<file path="src/rtl/regfile_wr_arbiter_if.sv">
// Register-file write-port bundle: CPU writeback, DMA write request and the
// arbitrated write port, with master (requesters) and slave (arbiter) views.
interface regfile_wr_arbiter_if #(
    parameter int ADDR_W     = 5,
    parameter int DATA_W     = 32,
    parameter int FIFO_DEPTH = 4
);
    localparam int CNT_W = $clog2(FIFO_DEPTH) + 1;

    logic              cpu_we;
    logic [ADDR_W-1:0] cpu_dir;
    logic [DATA_W-1:0] cpu_data;
    logic              cpu_stall;
    logic              dma_valid;
    logic [ADDR_W-1:0] dma_dir;
    logic [DATA_W-1:0] dma_data;
    logic              dma_ready;
    logic              rf_we;
    logic [ADDR_W-1:0] rf_dir;
    logic [DATA_W-1:0] rf_data;
    logic [CNT_W-1:0]  dma_count;

    modport master (
        output cpu_we, cpu_dir, cpu_data, dma_valid, dma_dir, dma_data,
        input  cpu_stall, dma_ready, rf_we, rf_dir, rf_data, dma_count
    );

    modport slave (
        input  cpu_we, cpu_dir, cpu_data, dma_valid, dma_dir, dma_data,
        output cpu_stall, dma_ready, rf_we, rf_dir, rf_data, dma_count
    );
endinterface

</file>
<file path="src/rtl/regfile_wr_arbiter.sv">
// Shares the register-file write port between CPU writeback (priority) and a
// queued DMA engine, with an anti-starvation timer that forces a CPU stall.
module regfile_wr_arbiter #(
    parameter int ADDR_W     = 5,
    parameter int DATA_W     = 32,
    parameter int FIFO_DEPTH = 4,
    parameter int MAX_WAIT   = 8
) (
    input logic             clk,
    input logic             rst_n,
    regfile_wr_arbiter_if.slave bus
);
    localparam int PTR_W  = $clog2(FIFO_DEPTH);
    localparam int CNT_W  = PTR_W + 1;
    localparam int WAIT_W = (MAX_WAIT > 2) ? $clog2(MAX_WAIT) : 1;

    typedef enum logic [1:0] {
        ST_IDLE,
        ST_WAIT,
        ST_FORCE
    } state_t;

    // Reset asserts immediately but releases only after two clock edges.
    logic [1:0] rst_sync;
    logic       arst_n;

    always_ff @(posedge clk or negedge rst_n) begin
        if (!rst_n) rst_sync <= '0;
        else        rst_sync <= {rst_sync[0], 1'b1};
    end

    assign arst_n = rst_sync[1];

    logic [ADDR_W-1:0] q_dir  [FIFO_DEPTH];
    logic [DATA_W-1:0] q_data [FIFO_DEPTH];
    logic [PTR_W-1:0]  rd_ptr, wr_ptr;
    logic [CNT_W-1:0]  count, count_next;
    logic [WAIT_W-1:0] wait_cnt, wait_next;
    state_t            state, state_next;

    logic              push, pop, q_empty, force_due;
    logic              grant;
    logic [ADDR_W-1:0] grant_dir;
    logic [DATA_W-1:0] grant_data;

    logic              rf_we_q, cpu_stall_q;
    logic [ADDR_W-1:0] rf_dir_q;
    logic [DATA_W-1:0] rf_data_q;

    assign q_empty = (count == '0);
    assign push    = bus.dma_valid && (count != CNT_W'(FIFO_DEPTH));

    // NOTE: every variable gets a default first so no path leaves one unassigned (no latch).
    always_comb begin
        pop        = 1'b0;
        grant      = 1'b0;
        grant_dir  = '0;
        grant_data = '0;
        force_due  = 1'b0;
        state_next = state;
        wait_next  = wait_cnt;
        count_next = count;

        if (state == ST_FORCE) begin
            if (!q_empty) begin
                pop        = 1'b1;
                grant      = 1'b1;
                grant_dir  = q_dir[rd_ptr];
                grant_data = q_data[rd_ptr];
            end
        end else if (bus.cpu_we) begin
            grant      = 1'b1;
            grant_dir  = bus.cpu_dir;
            grant_data = bus.cpu_data;
        end else if (!q_empty) begin
            pop        = 1'b1;
            grant      = 1'b1;
            grant_dir  = q_dir[rd_ptr];
            grant_data = q_data[rd_ptr];
        end

        if (push && !pop)      count_next = count + CNT_W'(1);
        else if (!push && pop) count_next = count - CNT_W'(1);

        force_due = (state == ST_WAIT) && !q_empty && !pop &&
                    (wait_cnt == WAIT_W'(MAX_WAIT - 1));

        // The timer measures how long the current head has been eligible.
        if (pop || q_empty || force_due) wait_next = '0;
        else                             wait_next = wait_cnt + WAIT_W'(1);

        unique case (state)
            ST_IDLE:  if (count_next != '0) state_next = ST_WAIT;
            ST_WAIT: begin
                if (force_due)              state_next = ST_FORCE;
                else if (count_next == '0)  state_next = ST_IDLE;
            end
            ST_FORCE: state_next = (count_next != '0) ? ST_WAIT : ST_IDLE;
            default:  state_next = ST_IDLE;
        endcase
    end

    // NOTE: queue storage has no reset; the pointers and count alone define validity.
    always_ff @(posedge clk) begin
        if (push) begin
            q_dir[wr_ptr]  <= bus.dma_dir;
            q_data[wr_ptr] <= bus.dma_data;
        end
    end

    // NOTE: sequential state uses non-blocking assignments only.
    always_ff @(posedge clk or negedge arst_n) begin
        if (!arst_n) begin
            state    <= ST_IDLE;
            wait_cnt <= '0;
            count    <= '0;
            rd_ptr   <= '0;
            wr_ptr   <= '0;
        end else begin
            state    <= state_next;
            wait_cnt <= wait_next;
            count    <= count_next;
            if (push) wr_ptr <= wr_ptr + PTR_W'(1);
            if (pop)  rd_ptr <= rd_ptr + PTR_W'(1);
        end
    end

    // Register 0 is hardwired zero, so a write there is dropped at the port.
    always_ff @(posedge clk or negedge arst_n) begin
        if (!arst_n) begin
            rf_we_q     <= 1'b0;
            rf_dir_q    <= '0;
            rf_data_q   <= '0;
            cpu_stall_q <= 1'b0;
        end else begin
            rf_we_q     <= grant && (grant_dir != '0);
            cpu_stall_q <= (state_next == ST_FORCE);
            if (grant) begin
                rf_dir_q  <= grant_dir;
                rf_data_q <= grant_data;
            end
        end
    end

    assign bus.rf_we     = rf_we_q;
    assign bus.rf_dir    = rf_dir_q;
    assign bus.rf_data   = rf_data_q;
    assign bus.cpu_stall = cpu_stall_q;
    assign bus.dma_count = count;
    assign bus.dma_ready = (count != CNT_W'(FIFO_DEPTH));
endmodule

</file>
<file path="src/flat_wrapper.sv">
// flat-port wrapper written by rule: the top's interface ports become plain ports
module regfile_wr_arbiter_flat 
#(
    parameter int ADDR_W     = 5,
    parameter int DATA_W     = 32,
    parameter int FIFO_DEPTH = 4,
    parameter int MAX_WAIT   = 8
)
  (clk, rst_n, bus_cpu_we, bus_cpu_dir, bus_cpu_data, bus_dma_valid, bus_dma_dir, bus_dma_data, bus_cpu_stall, bus_dma_ready, bus_rf_we, bus_rf_dir, bus_rf_data, bus_dma_count);
  regfile_wr_arbiter_if #(.ADDR_W(ADDR_W), .DATA_W(DATA_W), .FIFO_DEPTH(FIFO_DEPTH)) bus_i ();
  input logic clk;
  input logic rst_n;
  input wire logic [$bits(bus_i.cpu_we)-1:0] bus_cpu_we;
  input wire logic [$bits(bus_i.cpu_dir)-1:0] bus_cpu_dir;
  input wire logic [$bits(bus_i.cpu_data)-1:0] bus_cpu_data;
  input wire logic [$bits(bus_i.dma_valid)-1:0] bus_dma_valid;
  input wire logic [$bits(bus_i.dma_dir)-1:0] bus_dma_dir;
  input wire logic [$bits(bus_i.dma_data)-1:0] bus_dma_data;
  output wire logic [$bits(bus_i.cpu_stall)-1:0] bus_cpu_stall;
  output wire logic [$bits(bus_i.dma_ready)-1:0] bus_dma_ready;
  output wire logic [$bits(bus_i.rf_we)-1:0] bus_rf_we;
  output wire logic [$bits(bus_i.rf_dir)-1:0] bus_rf_dir;
  output wire logic [$bits(bus_i.rf_data)-1:0] bus_rf_data;
  output wire logic [$bits(bus_i.dma_count)-1:0] bus_dma_count;
  assign bus_i.cpu_we = bus_cpu_we;
  assign bus_i.cpu_dir = bus_cpu_dir;
  assign bus_i.cpu_data = bus_cpu_data;
  assign bus_i.dma_valid = bus_dma_valid;
  assign bus_i.dma_dir = bus_dma_dir;
  assign bus_i.dma_data = bus_dma_data;
  assign bus_cpu_stall = bus_i.cpu_stall;
  assign bus_dma_ready = bus_i.dma_ready;
  assign bus_rf_we = bus_i.rf_we;
  assign bus_rf_dir = bus_i.rf_dir;
  assign bus_rf_data = bus_i.rf_data;
  assign bus_dma_count = bus_i.dma_count;
  regfile_wr_arbiter #(.ADDR_W(ADDR_W), .DATA_W(DATA_W), .FIFO_DEPTH(FIFO_DEPTH), .MAX_WAIT(MAX_WAIT)) u_core (.clk(clk), .rst_n(rst_n), .bus(bus_i));
endmodule
</file>
<file path="config.mk">
export PLATFORM = sky130hd
export DESIGN_NAME = regfile_wr_arbiter_flat
export DESIGN_NICKNAME = d
export VERILOG_FILES = /design/src/rtl/regfile_wr_arbiter_if.sv /design/src/rtl/regfile_wr_arbiter.sv /design/src/flat_wrapper.sv
export SDC_FILE = /design/constraint.sdc
export NUM_CORES = 1
export LEC_CHECK = 0
export BUFFER_PORTS_ARGS = -buffer_cell sky130_fd_sc_hd__buf_2
export CORE_ASPECT_RATIO = 0.7
export CORE_MARGIN = 2
export CORE_UTILIZATION = 56
export CTS_CLUSTER_SIZE = 14
export DETAILED_ROUTE_END_ITERATION = 16
export PLACE_DENSITY = 0.9
export REMOVE_ABC_BUFFERS = 1
export SYNTH_ARGS = -nofsm -noshare
export SYNTH_HDL_FRONTEND = slang
export SYNTH_SLANG_ARGS = --single-unit
export TNS_END_PERCENT = 20
</file>
<file path="constraint.sdc">
create_clock -name clk -period 2 [get_ports clk]
set_input_delay 0.1 -clock clk [delete_from_list [all_inputs] [get_ports clk]]
set_output_delay 0.1 -clock clk [all_outputs]
set_load 0.02 [all_outputs]
</file>
Word-level counts from Yosys, hierarchy flattened --
Memories as Yosys holds them, arrays and structs flattened. Cells that the tools add are included.
Cells by class: add/subtract/negate cells 5, $mul 0, div/mod/pow operators 0, $lt $le $gt $ge 0, equal/unequal tests 5, shift operators 0, multiplexer cells 21, bitwise gates (word level) 0, reduce and logical (&&, ||, !) cells 17
Operators by type and width (number):
- $mux 32 | 3
- $mux 5 | 3
- $mux 3 | 3
- $mux 1 | 8
- $logic_and 1x1->1 | 7
- $add 3x1->3 const B | 2
- $logic_not 3->1 | 2
- $mux 2 | 3
- $pmux 2 s3 | 1
- $reduce_bool 5->1 | 1
- $add 2x1->2 const B | 2
- $eq 2x2->1 const B | 2
- $eq 3x3->1 const B | 1
- $logic_not 1->1 | 3
- $ne 3x3->1 const B | 1
- $reduce_bool 3->1 | 1
- $sub 3x1->3 const B | 1
- $eq 2x1->1 const B | 1
- $logic_not 2->1 | 1
- $logic_or 1x1->1 | 2
Word-level totals: register bits after elaboration 53, latch bits 0, bits in writable memories 148, ROM bits 0, logic and storage cells 60, memories 2
Memories:
- u_core.q_data | words 4, width 32, rd ports 1, clocked after Yosys merged registers in 0, write ports 1, line regfile_wr_arbiter.sv:35 | logic [DATA_W-1:0] q_data [FIFO_DEPTH];
- u_core.q_dir | words 4, width 5, rd ports 1, clocked after Yosys merged registers in 0, write ports 1, line regfile_wr_arbiter.sv:34 | logic [ADDR_W-1:0] q_dir [FIFO_DEPTH];

Longest topological paths before layout --
Gate-level depths: netlist of run 1.
depth in word-level cells 12, depth in mapped cells 8

Least setup slack after synthesis of run 1 --
OpenSTA, ideal clock, no wires.
path kind register to register, start register u_core.count[0] (netlist: u_core.bus.dma_count[0]), end memory u_core.q_data[0][0] (enable), setup time 0.398 ns, arrival time 2.362 ns, required time 1.602 ns, setup slack -0.760 ns, cell stages (with the launch flop) 6, path through dfrtp_1 > inv_1 > ha_1 > clkbuf_1 > nand2_1 > and3_1
Between the ends: longest elaborated chain between the ends 4
RTL lines:
- start, declared | line regfile_wr_arbiter.sv:37 | logic [CNT_W-1:0] count, count_next;
- start signal, assigned | line regfile_wr_arbiter.sv:122 | count <= count_next;
- $ne 3x3->1
- named net bus_dma_ready | line flat_wrapper.sv:20 | output wire logic [$bits(bus_i.dma_ready)-1:0] bus_dma_ready;
- $logic_and 1x1->1 | line regfile_wr_arbiter.sv:51 | assign push = bus.dma_valid && (count != CNT_W'(FIFO_DEPTH));
- $mux 1 | line regfile_wr_arbiter.sv:105 | if (push) begin
- $mux 1 (not written as such) | line regfile_wr_arbiter.sv:107 | q_data[wr_ptr] <= bus.dma_data;
- end, declared | line regfile_wr_arbiter.sv:35
The timed path passes the listed nets, and every way through them passes these cells.

Worst setup path after layout of run 1 --
start register u_core.count[1] (netlist: u_core.bus.dma_count[1]), end output port bus_dma_ready
Between the ends: longest elaborated chain between the ends 1
RTL lines:
- $ne 3x3->1 | line regfile_wr_arbiter.sv:150 | assign bus.dma_ready = (count != CNT_W'(FIFO_DEPTH));
- end, declared | line flat_wrapper.sv:20
Every way passes these cells.

==> impl_summary.md, run 1 <==
Die
The number of ports placed on the die boundary is 121. The die is ~150 µm wide. The core region area is roughly 14,000 µm².

The effective utilization at floorplan is a little under three fifths. The floorplan step defined a die boundary enclosing between 15,000 and 20,000 µm². The floorplan has 36 rows.

The height of the die is between 100 and 150 µm.

Critical path
The worst register-to-register path begins at u_core.rd_ptr[0]. The kind of launch point of the worst setup path is a flip-flop. Data arrives at the worst endpoint at 1830 ps. The number of cells on the worst reg-to-reg path is 4. At the worst endpoint, the required time is ~1900 ps.

The worst setup slack for register-to-register paths is ~150 ps. The critical path is of the reg2out type. STA classifies the critical path endpoint as an output port. The worst register-to-register path ends at u_core.bus.rf_we. The worst-path maximum fanout is 11.

Route
The first routing iteration left about 290 violations. The count of nets left with antenna violations once routing finished came out at 0. In the final routed layout, each cell accounts on average for about 21 µm.

Summed over all layers, the routed wires come to 18,500 µm. The number of iterations in the first detailed-routing pass is 5. The final route contains approximately 5,000 vias. Dividing the detail-routed via count by the number of cells gives 5.68. After detailed routing, the number of remaining DRC violations is 0.

Power and ir drop
The maximum VDD drop is around 910 µV. The power spent charging and discharging nets is between 4 and 5 mW. Power spread over the standard cell area amounts to 1360 nW/µm².

The part of the total power dissipated in combinational logic is 32.7%. The internal portion of the total power is between 9 and 10 mW. In this run switching power makes up between 30% and 40% of total power.

Summed over all cells, the static leakage comes to about 4.2 nW. The clock network burns 24.7% of the power. The relative contribution of sequential cells to total power is around 43%.

Outcome
The run finished with clean final reports.

Finish
After filler insertion, the fill cell instance count of the layout stands at ~830. The finished cells cover between 10,000 and 15,000 µm². The number of nets in the final layout is 761. The synthesis-to-layout area growth is 28.9%. The fraction of layout instances using a drive strength above 1 is approximately 31%. The count of antenna diodes in the layout is 0.

Min path
The path class of the tightest hold or removal check is in2reg. The source of the worst hold timing path is bus_dma_valid. The end point of the worst hold path is u_core.wr_ptr[0]. The worst hold path passes through 3 cells.

Synth
The synthesized cell area is between 8000 and 9000 µm². By area, the combinational part of the netlist is dominated by multiplexers. For this run, the number of Yosys warnings is 0.

The synthesized design devotes to its leading area cell type around 55% of total area. The async set-reset flop share out of synthesis is between 20% and 30%. Summing the areas of all fa, ha and maj instances in the mapped netlist gives between 1 and 1.5% of the synthesized area. The register bit count reported by yosys is 201.

Of the total synthesized cell area, the portion taken by XOR and XNOR cells is less than 1%. The number of different library cells in the post-synthesis netlist is 40. For this run, the leading register cell type out of synthesis is edfxtp_1. The share of the Yosys chip area taken by registers is between 70% and 80%.

Of all cell types, the one taking the most synthesized area is edfxtp_1. The number of cells produced by synthesis is between 400 and 500. Counting flops with a built-in enable in the synthesized netlist gives about 150. Multiplexer cells account for around 16% of the synthesized area. The mean cell area of the mapped netlist is around 17 µm². The synthesized-area fraction occupied by and/or/nand/nor cells is 4.23%. Sorting the synthesized cells by area gives the leading types as edfxtp_1 (55%), dfrtp_1 (17%), mux4_2 (9.6%), mux2i_1 (4.9%), o21ai_0 (2.4%). The synthesized netlist devotes 4.30% of its cell area to compound gates.

Clock network
In this run the deepest clock path goes through 3 buffers. The TritonCTS clock tree is yes. The number of clock sinks is about 200. The clock latency on the worst-skew pair is around 500 ps.

The number of clock buffers added by TritonCTS is 19. CTS built an H-tree with a depth of 1. Clock-pin slew was measured on the worst setup and hold paths at about 60 ps. The cell sitting at the root of the clock tree is a clkbuf_16.

STA
The maximum clock rate is around 520 MHz. The final critical delay including setup and external delays is ~1900 ps. The largest clock skew in the final design is about 13 ps. Hold is met by 54.9 ps. For the pin with the worst max-slew slack, the measured transition is 755 ps.

The count of final max-slew check failures is 0. The final hold violation count is 0. The final-report setup violation count is 0. The remaining max-slew budget at the tightest pin is slightly below 50%. Setup repair after global routing left no endpoint under its margin. The share of the cycle needed by the critical path after routing is between 90 and 100%.

GRT
The number of global-route vias before repair was about 5,300. Across every metal layer, demand over resource in global routing totals about a quarter. The maximum number of pins on one net before global-route repair is 52. Summed over all layers, the global routing overflow is 0. The global-route wire length before repair is between 20,000 and 30,000 µm. The initial antenna violation count is 0.

Placed design
The number of port buffers is 120. Summed over all nets, the half-perimeter wirelength after detailed placement is 10,600 µm. The congestion estimate from routability-driven global placement came to a little over 0.8. The placed cell area is ~9000 µm².

Job
The tool flagged a number of max-cap violations equal to 0.
==> sequential cells by signal (all words and copies together) (netlist names) <==
register and flops:
u_core.state 2, u_core.bus.rf_dir 5, u_core.q_data 128, u_core.q_dir 20
u_core.wait_cnt 3, u_core.bus.rf_we 1, u_core.bus.cpu_stall 1, u_core.rd_ptr 2
u_core.bus.rf_data 32, u_core.bus.dma_count 3, u_core.wr_ptr 2, u_core.rst_sync 2
==> cell usage in the layout, fill, tap and decap left out, types with 2 or more instances in the layout <==
cell type	n
clkbuf_1	6
xnor2_1	4
nand3_1	3
o21ai_0	39
buf_12	6
dlygate4sd3_1	76
mux4_1	3
a31o_2	2
clkbuf_16	19
and3_2	4
clkbuf_8	3
o211ai_1	2
or4_1	2
ha_1	8
clkinv_1	2
inv_1	9
nor2_1	11
mux2i_1	39
buf_2	120
dfrtp_1	50
nand4_1	2
a21oi_1	7
nand2b_1	2
a221o_1	2
dfrtp_2	3
mux4_2	34
edfxtp_1	148
nand2_1	44
clkinv_2	2
buf_4	14
==> cell usage after synthesis, types with 2 or more instances <==
cell and count:
mux4_2 34, mux4_1 3, clkbuf_1 11, buf_2 11, and2_1 2, xnor2_1 4, nand2b_1 3, ha_1 9
a221o_1 2, o211ai_1 2, nor2_1 11, nand4_1 2, inv_1 9, mux2i_1 39, o21ai_0 39, edfxtp_1 148
buf_1 2, or4_1 2, a21oi_1 7, and3_1 5, dfrtp_1 53, a31o_2 2, nand3_1 3, nand2_1 44
==> kinds of logic after synthesis <==
kind of cell / count (synthesis)
XOR/XNOR: 4
flip-flops: 201
other: 1
multiplexers: 77
AO/OA/AOI/OAI: 60
AND/OR/NAND/NOR: 76
buffers and inverters: 35
adder cells (fa/ha/maj): 9
==> area by class of cell <==
type / count / area (µm²) / share of cell area, %
Sequential cell: 201 / 5770 / 56.0
Clock buffer: 28 / 539 / 5.23
Timing Repair Buffer: 216 / 1590 / 15.4
Multi-Input combinational cell: 227 / 2090 / 20.3
Clock inverter: 6 / 56.3 / 0.546
Tap cell: 190 / 238 / 2.30
Inverter: 9 / 33.8 / 0.327
==> stage by stage <==
stage | setup TNS [ps] | utilization [%] | cells | total power, mW | setup slack [ps]
after floorplan | -146950 | - | 437 | 8.83 | -1070
final | 0 | 73.9 | 877 | 14.0 | 69.1
after detailed placement | 0 | 64.0 | 766 | 10.3 | 105
after global placement | 0 | 64.0 | 766 | 10.1 | 119
after global routing | 0 | 73.9 | 877 | 14.6 | 6.04
after CTS | 0 | 73.8 | 876 | 14.0 | 88.1
==> critical path: stages (launching register included) <==
cell and delay (ps):
dfrtp_1 400, inv_1 80, ha_2 310, nand2_1 200, buf_4 210, buf_2 160
==> layer usage <==
layer | wire length [µm] | part of all wire [%] | track usage [%]
met1 | 7600 | 41 | 33.8
met2 | 9400 | 51 | 42.2
met5 | 0 | 0 | 0
met4 | 352 | 1.9 | 5.36
met3 | 1140 | 6.2 | 5.04
==> how the worst max path moves through the flow <==
| stage | startpoint | to | slack, ps |
|---|---|---|---|
| after floorplan | u_core.rd_ptr[0] | u_core.bus.rf_we | -1070 |
| after global placement | u_core.rd_ptr[0] | u_core.bus.rf_we | 120 |
| after detailed placement | u_core.bus.dma_count[1] | u_core.q_data[1][28] | 100 |
| after CTS | u_core.bus.dma_count[1] | bus_dma_ready | 90 |
| after global routing | u_core.bus.dma_count[1] | bus_dma_ready | 6 |
| final | u_core.bus.dma_count[1] | bus_dma_ready | 70 |
==> power groups by stage <==
stage	combinational [mW]	sequential (mW)	clock, mW
after floorplan	2.26	6.57	0
after global placement	4.15	5.93	0
after detailed placement	4.31	6.02	0
after CTS	4.51	5.96	3.50
after global routing	4.94	6.04	3.67
final	4.58	5.96	3.46
==> repair_timing <==
| item | in CTS | in global routing |
|---|---|---|
| pin swaps | 0 | 0 |
| setup endpoints to repair | 1 | 1 |
| setup buffers | 0 | 1 |
| endpoints found under the hold margin | 188 | 0 |
| hold buffers | 76 | 0 |
| resized for setup | 1 | 0 |
Power figures use the tool's default switching activity.
==> inputs of run 2 (changes only) <==
--- a/config.mk
+++ b/config.mk
@@ -8,10 +8,11 @@
 export BUFFER_PORTS_ARGS = -buffer_cell sky130_fd_sc_hd__buf_2
 export CORE_ASPECT_RATIO = 0.7
 export CORE_MARGIN = 2
-export CORE_UTILIZATION = 56
+export CORE_UTILIZATION = 61
+export CTS_BUF_LIST = sky130_fd_sc_hd__clkbuf_8 sky130_fd_sc_hd__clkbuf_16
 export CTS_CLUSTER_SIZE = 14
 export DETAILED_ROUTE_END_ITERATION = 16
-export PLACE_DENSITY = 0.9
+export PLACE_DENSITY = 0.95
 export REMOVE_ABC_BUFFERS = 1
 export SYNTH_ARGS = -nofsm -noshare
 export SYNTH_HDL_FRONTEND = slang
==> constraint.sdc (replaced) <==
create_clock -name clk -period 2.25 [get_ports clk]
set_input_delay 0.1125 -clock clk [delete_from_list [all_inputs] [get_ports clk]]
set_output_delay 0.1125 -clock clk [all_outputs]
set_load 0.02 [all_outputs]
==> impl_summary.md, run 2 (same netlist as run 1, synthesis figures left out) <==
Outcome
The flow ran to the end, and the final reports show no timing, DRC or antenna violations.

Power and ir drop
Per report_power, the clock group accounts for 23.9% of the total. Of the total power, combinational logic draws about a third. For this design the total switching power over the nets is between 3 and 4 mW. The analysis attributes to cell leakage a power of about 4.2 nW.

The maximum VDD drop is approximately 850 µV. The power per cell area is 1200 nW/µm². The internal power consumption is 8.27 mW.

In this run switching power makes up about a third of total power. The relative contribution of sequential cells to total power is a little over two fifths.

Min path
In this run the most critical hold path is launched from bus_dma_valid. The worst hold path terminates at u_core.wr_ptr[0]. The min-delay analysis places its worst path in the category in2reg. The worst hold path cell count is 3.

Critical path
The critical register-to-register path endpoint is u_core.bus.rf_data[23]. The maximum single-stage delay on the critical path is between 400 and 500 ps. Broken down by cell family, the worst path's largest delay share belongs to flip-flops. The worst setup slack for register-to-register paths is 110 ps. The buffer and inverter count on the worst path is 2. The number of cells on the worst reg-to-reg path is 6. The arrival time reported for the critical path endpoint is 2040 ps.

Traced cell by cell, the critical path runs through inv_1 > ha_1 > nand2_1 > buf_2. The cell with the largest stage delay on the worst path is dfrtp_1. The type of the setup path with the least slack is reg2out. STA classifies the critical path endpoint as an output port. In this run the critical register-to-register path is launched from u_core.bus.dma_count[0].

The worst-path maximum fanout is 11. The kind of launch point of the worst setup path is a flip-flop. The source of the critical timing path is u_core.bus.dma_count[1].

The required time at the endpoint of the critical path is between 2000 and 2500 ps.

STA
In this run the tightest slew margin relative to its limit is a little under three fifths. The final critical delay including setup and external delays is between 2000 and 2500 ps. The worst path uses between 90% and 100% of the clock period.

The slew at the pin closest to its max-slew limit is 673 ps. The largest clock skew in the final design is about 23 ps. The final-report setup violation count is 0. The count of final max-slew check failures was 0. The final hold violation count is 0.

Derived from the worst setup path, the maximum achievable clock frequency is approximately 460 MHz. The worst hold margin is roughly 46 ps. Setup repair after global routing left no endpoint under its margin.

Clock network
TritonCTS built the clock tree. The number of clock sinks is about 200. Counting along the longest clock path gives a buffer depth of 3.

The clock root buffer is clkbuf_16. The clock reaches the later pin of the worst-skew pair after 500 ps. The number of clock buffers inserted by TritonCTS is 19. Clock-pin slew was measured on the worst setup and hold paths at approximately 60 ps. The maximum level of the CTS H-tree is 1.

GRT
Global routing finished with a remaining overflow of 0. The global-route wire length before repair is 29,700 µm. The initial antenna violation count was 0. Entering global routing, the biggest net connects 43 pins. Across every metal layer, demand over resource in global routing totals around 28%. The number of global-route vias before repair is about 5,400.

Finish
In the layout the commonest cells are edfxtp_1 (148), buf_2 (120), dlygate4sd3_1 (76). The utilization after layout is between 80 and 90%. The post-route netlist has roughly 30% of its cells at a drive strength greater than 1. In the final design database the tool counted 754 nets. The number of flip-flops under the largest register name is around 130. The most common cell after layout, fill and taps aside is edfxtp_1. u_core.q_data holds more flip-flops than any other register. Compared with the post-synthesis result, the final layout area differs by 27.4%. 0 antenna diodes ended up in the layout.

Route
The remaining antenna violation count after routing is 0. In the final routed layout, each cell accounts on average for between 20 and 25 µm. The ratio of routed vias to standard cells is 6.04. The pre-antenna-repair detailed-routing pass consisted of 5 iterations.

The DRC violation count after routing is 0. The first routing iteration left ~420 violations. The routed design has 19,200 µm of wire. The overall via count from detail_route is 5,086.

Die
From left edge to right edge, the die measures between 100 and 150 µm. The height of the die is approximately 100 µm. The area enclosed by the die boundary is 14,100 µm².

During I/O placement, the number of pins put on the boundary was roughly 120. The core region area is 12,600 µm². The number of rows in the core area is 34. The effective utilization at floorplan is 63.4%.

Placed design
The detailed placer's ending HPWL is ~11,000 µm. Routability-driven placement finished with a final weighted congestion of approximately 0.91. Input and output buffers added on the ports amount to 120.

Job
The tool flagged a number of max-cap violations equal to 0.
## run 2: cell count changes in the layout (fill, tap and decap cells not counted), sizes merged
| cell | previous run | this run |
|---|---|---|
| bufinv | 1 | 0 |
| clkinv | 4 | 2 |
| buf | 140 | 133 |
| inv | 10 | 20 |
| clkbuf | 28 | 21 |
## run 2: what timing repair did
action,4_1_cts,5_1_grt
endpoints found under the setup margin,0,6
hold endpoints to repair,188,0
buffers inserted,0,0
hold buffers,76,0
gates resized for setup,0,1
## run 2: final cells by class
class,count,area [µm²]
timing repair buffer,209,1540
sequential,201,5770
inverter,9,33.8
clock inverter,13,61.3
clock buffer,21,503
fill,600,2430
tap,162,203
multi-input combinational,227,2090
## run 2: stage by stage
step	setup TNS, ps	std cells	total power [mW]	cell area [µm²]	setup WS (ps)
after floorplan	-97690	437	7.85	7890	-824
after global routing	0	842	12.7	10200	13.8
final	0	842	12.2	10200	97.2
after global placement	0	732	8.85	8870	350
after detailed placement	0	732	9.11	8870	127
after CTS	0	842	12.2	10200	102
## run 2: worst max-delay path by stage
stage / end / slack [ps] / cells after the start
final: bus_dma_ready / 100 / 4
after global placement: u_core.bus.rf_we / 350 / 4
after floorplan: u_core.bus.rf_we / -820 / 4
after global routing: u_core.bus.rf_data[6] / 10 / 6
after CTS: u_core.bus.rf_data[7] / 100 / 6
after detailed placement: u_core.bus.rf_data[23] / 130 / 6
## run 2: layer usage
| metal | vias up | share of wire [%] | routed length (µm) | track usage [%] |
|---|---|---|---|---|
| met5 | - | 0 | 0 | 0 |
| met4 | 0 | 3.2 | 613 | 9.38 |
| met3 | 57 | 7.3 | 1410 | 5.92 |
| met2 | 299 | 50 | 9710 | 49.2 |
| met1 | 2532 | 39 | 7510 | 36.6 |
| li1 | 2198 | - | - | - |
## run 2: power by group through the flow
| stage | Clock [mW] | Sequential, mW | Combinational, mW |
|---|---|---|---|
| 6_report | 2.92 | 5.38 | 3.92 |
| 5_1_grt | 3.09 | 5.44 | 4.20 |
| 4_1_cts | 2.94 | 5.35 | 3.88 |
| 3_5_place_dp | 0 | 5.39 | 3.71 |
| 3_3_place_gp | 0 | 5.29 | 3.56 |
| 2_1_floorplan | 0 | 5.84 | 2.01 |
## run 2: worst min-delay path, stage by stage
cell	delay (ps)
buf_2	170
nand2_1	120
xnor2_1	80
==> inputs of run 3 (changes only) <==
--- a/config.mk
+++ b/config.mk
@@ -6,10 +6,10 @@
 export NUM_CORES = 1
 export LEC_CHECK = 0
 export BUFFER_PORTS_ARGS = -buffer_cell sky130_fd_sc_hd__buf_2
-export CORE_ASPECT_RATIO = 0.7
 export CORE_MARGIN = 2
 export CORE_UTILIZATION = 61
 export CTS_BUF_LIST = sky130_fd_sc_hd__clkbuf_8 sky130_fd_sc_hd__clkbuf_16
+export CTS_CLUSTER_DIAMETER = 80
 export CTS_CLUSTER_SIZE = 14
 export DETAILED_ROUTE_END_ITERATION = 16
 export PLACE_DENSITY = 0.95
==> impl_summary.md, run 3 (same netlist as run 1, synthesis figures left out) <==
Outcome
The flow ran to the end, and the final reports show no timing, DRC or antenna violations.

Die
The height of the die is 119 µm. The horizontal extent of the die is ~120 µm. The number of ports placed on the die boundary is around 120.

The die covers around 14,000 µm². For this configuration, the core starts out at a cell density of about 63%. After floorplanning, the core was sized to cover 12,700 µm². The floorplan has 41 rows.

Power and ir drop
In this run the power density over the cells is approximately 1200 nW/µm². Combinational logic burns between 30 and 40% of the power. In this run switching power makes up between 30% and 40% of total power. Per report_power, the sequential group accounts for 44.2% of the total. The clock power share is 23.2%. The internal power consumption is between 8 and 9 mW.

The maximum VDD drop is a little under 1000 µV. For this design the static power due to leakage is 4.19 nW. For this design the total switching power over the nets is 3.92 mW.

Critical path
The slowest stage of the critical path is the mux4_2 cell. For this run, the slowest stage of the critical path takes between 500 and 600 ps. Along the worst path, the maximum fanout reaches 23. The critical path in this run is classified as reg2reg. The buffer and inverter count on the worst path is 1. Data on the critical path arrives at its endpoint at 2400 ps. STA classifies the critical path endpoint as a flip-flop. The worst setup path is launched from a flip-flop. The kind of cell with the highest combined delay along the critical path is multiplexers. At the worst endpoint, the required time is 2550 ps. The signal on the critical path passes through buf_4 > mux4_2 > mux2i_1 > o21ai_0.

Route
The DRC violation count after routing is 0. The number of iterations in the first detailed-routing pass is 6. The remaining antenna violation count after routing is 0. The sum of routed wire length over all layers is ~20,000 µm. The routed length per instance is about 23 µm.

The ratio of routed vias to standard cells is approximately 6. The number of violations reported at the end of detailed-routing iteration 0 is ~500. The routed layout has slightly above 5,000 vias.

GRT
The number of global-route vias before repair was 5,377. The first global-routing pass estimated between 30,000 and 40,000 µm of wire. Summed over all layers, the global routing overflow is 0.

The initial antenna violation count is 0. The maximum number of pins on one net before global-route repair is 43. Global routing used about 29% of the available tracks.

Finish
0 antenna diodes ended up in the layout. The register with the most flip-flops in the final layout is u_core.q_data. The synthesis-to-layout area growth is 27.5%. The library cell used most frequently in the layout, excluding fill and tap cells, is edfxtp_1.

In the final design database the tool counted roughly 760 nets. The register with the most flip-flops in the layout has 128 of them. The top cell types in the final layout, fill and taps aside, are edfxtp_1 (148), buf_2 (120), dlygate4sd3_1 (76). Cells with a size suffix above 1 make up about 30% of the layout. The final cell count without fillers is 855.

STA
The largest clock skew in the final design is around 13 ps. Setup repair after global routing left no endpoint under its margin. The final hold violation count is 0. For the finished layout, the period the worst path requires is roughly 2100 ps. Adding up every negative setup slack in the final design gives 0 ps. Setup violations remaining at the end of the flow were counted as 0. The final critical path takes up ~94% of the cycle. The count of final max-slew check failures was 0. The maximum clock rate is 475 MHz.

Placed design
The total instance count after detailed placement is between 700 and 800. The final weighted congestion in routability-driven placement is ~0.85. Once detailed placement completed, the half-perimeter wirelength came to 11,000 µm. During placement, the flow inserted port buffers numbering between 100 and 150.

Clock network
No sink is reached through more buffers than the 3 on the longest clock path. In this run, CTS created clock tree buffers numbering 18. In this run the clock root is driven by a clkbuf_16. Clock-pin slew was measured on the worst setup and hold paths at approximately 70 ps.

CTS built an H-tree with a depth of 1. The TritonCTS clock tree is yes. The clock latency on the worst-skew pair is about 470 ps. Clock tree synthesis found a total of roughly 200 sinks. The post-CTS setup buffer count is 0.

Job
Across the run, the number of max-cap violations was 0.

Min path
The tightest min-delay check is of the in2reg type.
run 3: changes by cell type in the layout (fill, tap and decap cells not counted), sizes merged:
cell,delta
buf,+5
clkbuf,-2
clkinv,-2
inv,+2
run 3: worst reg2reg max path, delay by kind of cell (launching register included):
family	cells	cell delay (ps)
buffers and inverters	1	450
AOI/OAI and AO/OA	1	190
DFF	1	470
muxes	2	820
run 3: worst paths after layout:
check / cells after the start / slack [ps] / end / start
max: 4 / 150 / u_core.bus.rf_data[31] / u_core.rd_ptr[0]
min: 4 / 60 / u_core.state[0] / bus_cpu_we
max reg2reg: 4 / 150 / u_core.bus.rf_data[31] / u_core.rd_ptr[0]
min reg2reg: 0 / 230 / u_core.bus.rf_data[4] / u_core.rst_sync[1]
max in group asynchronous: 1 / 1340 / u_core.rd_ptr[1] / u_core.rst_sync[1]
min in group asynchronous: 0 / 230 / u_core.bus.rf_data[4] / u_core.rst_sync[1]
run 3: what timing repair did:
action                     4_1_cts  5_1_grt
hold buffers                    76        0
hold endpoints to repair       188        0
resized for setup                0        1
setup endpoints to repair        0      153
run 3: area by class of cell:
class / count / area (µm²)
clock inverter: 13 / 56.3
fill: 639 / 2520
tap: 172 / 215
timing repair buffer: 214 / 1560
inverter: 9 / 33.8
multi-input combinational: 227 / 2090
sequential: 201 / 5770
clock buffer: 19 / 475
run 3: per-stage QoR:
step                      power [mW]  setup slack (ps)  utilization [%]  hold WS (ps)  instance area, µm²
after floorplan                 7.85              -824                -          -183                7890
after global placement          8.89               380             70.0          -102                8910
after detailed placement        9.15               175             70.0         -99.6                8910
after CTS                       12.0              76.9             80.2          53.8               10200
after global routing            12.7              55.1             80.2          81.3               10200
final                           12.1               146             80.2          63.7               10200
run 3: power groups by stage:
stage | clock, mW | combinational, mW | sequential, mW
floorplan | 0 | 2.01 | 5.84
global placement | 0 | 3.60 | 5.29
detailed placement | 0 | 3.78 | 5.37
CTS | 2.81 | 3.92 | 5.33
global route | 2.99 | 4.24 | 5.42
finish | 2.82 | 3.95 | 5.36
run 3: routing by layer:
metal	vias to the layer above	wire [µm]	track usage (%)
met4	0	445	9.23
met2	265	10500	51.0
met5	-	0	0
li1	2206	-	-
met3	41	1250	4.73
met1	2547	7330	35.7
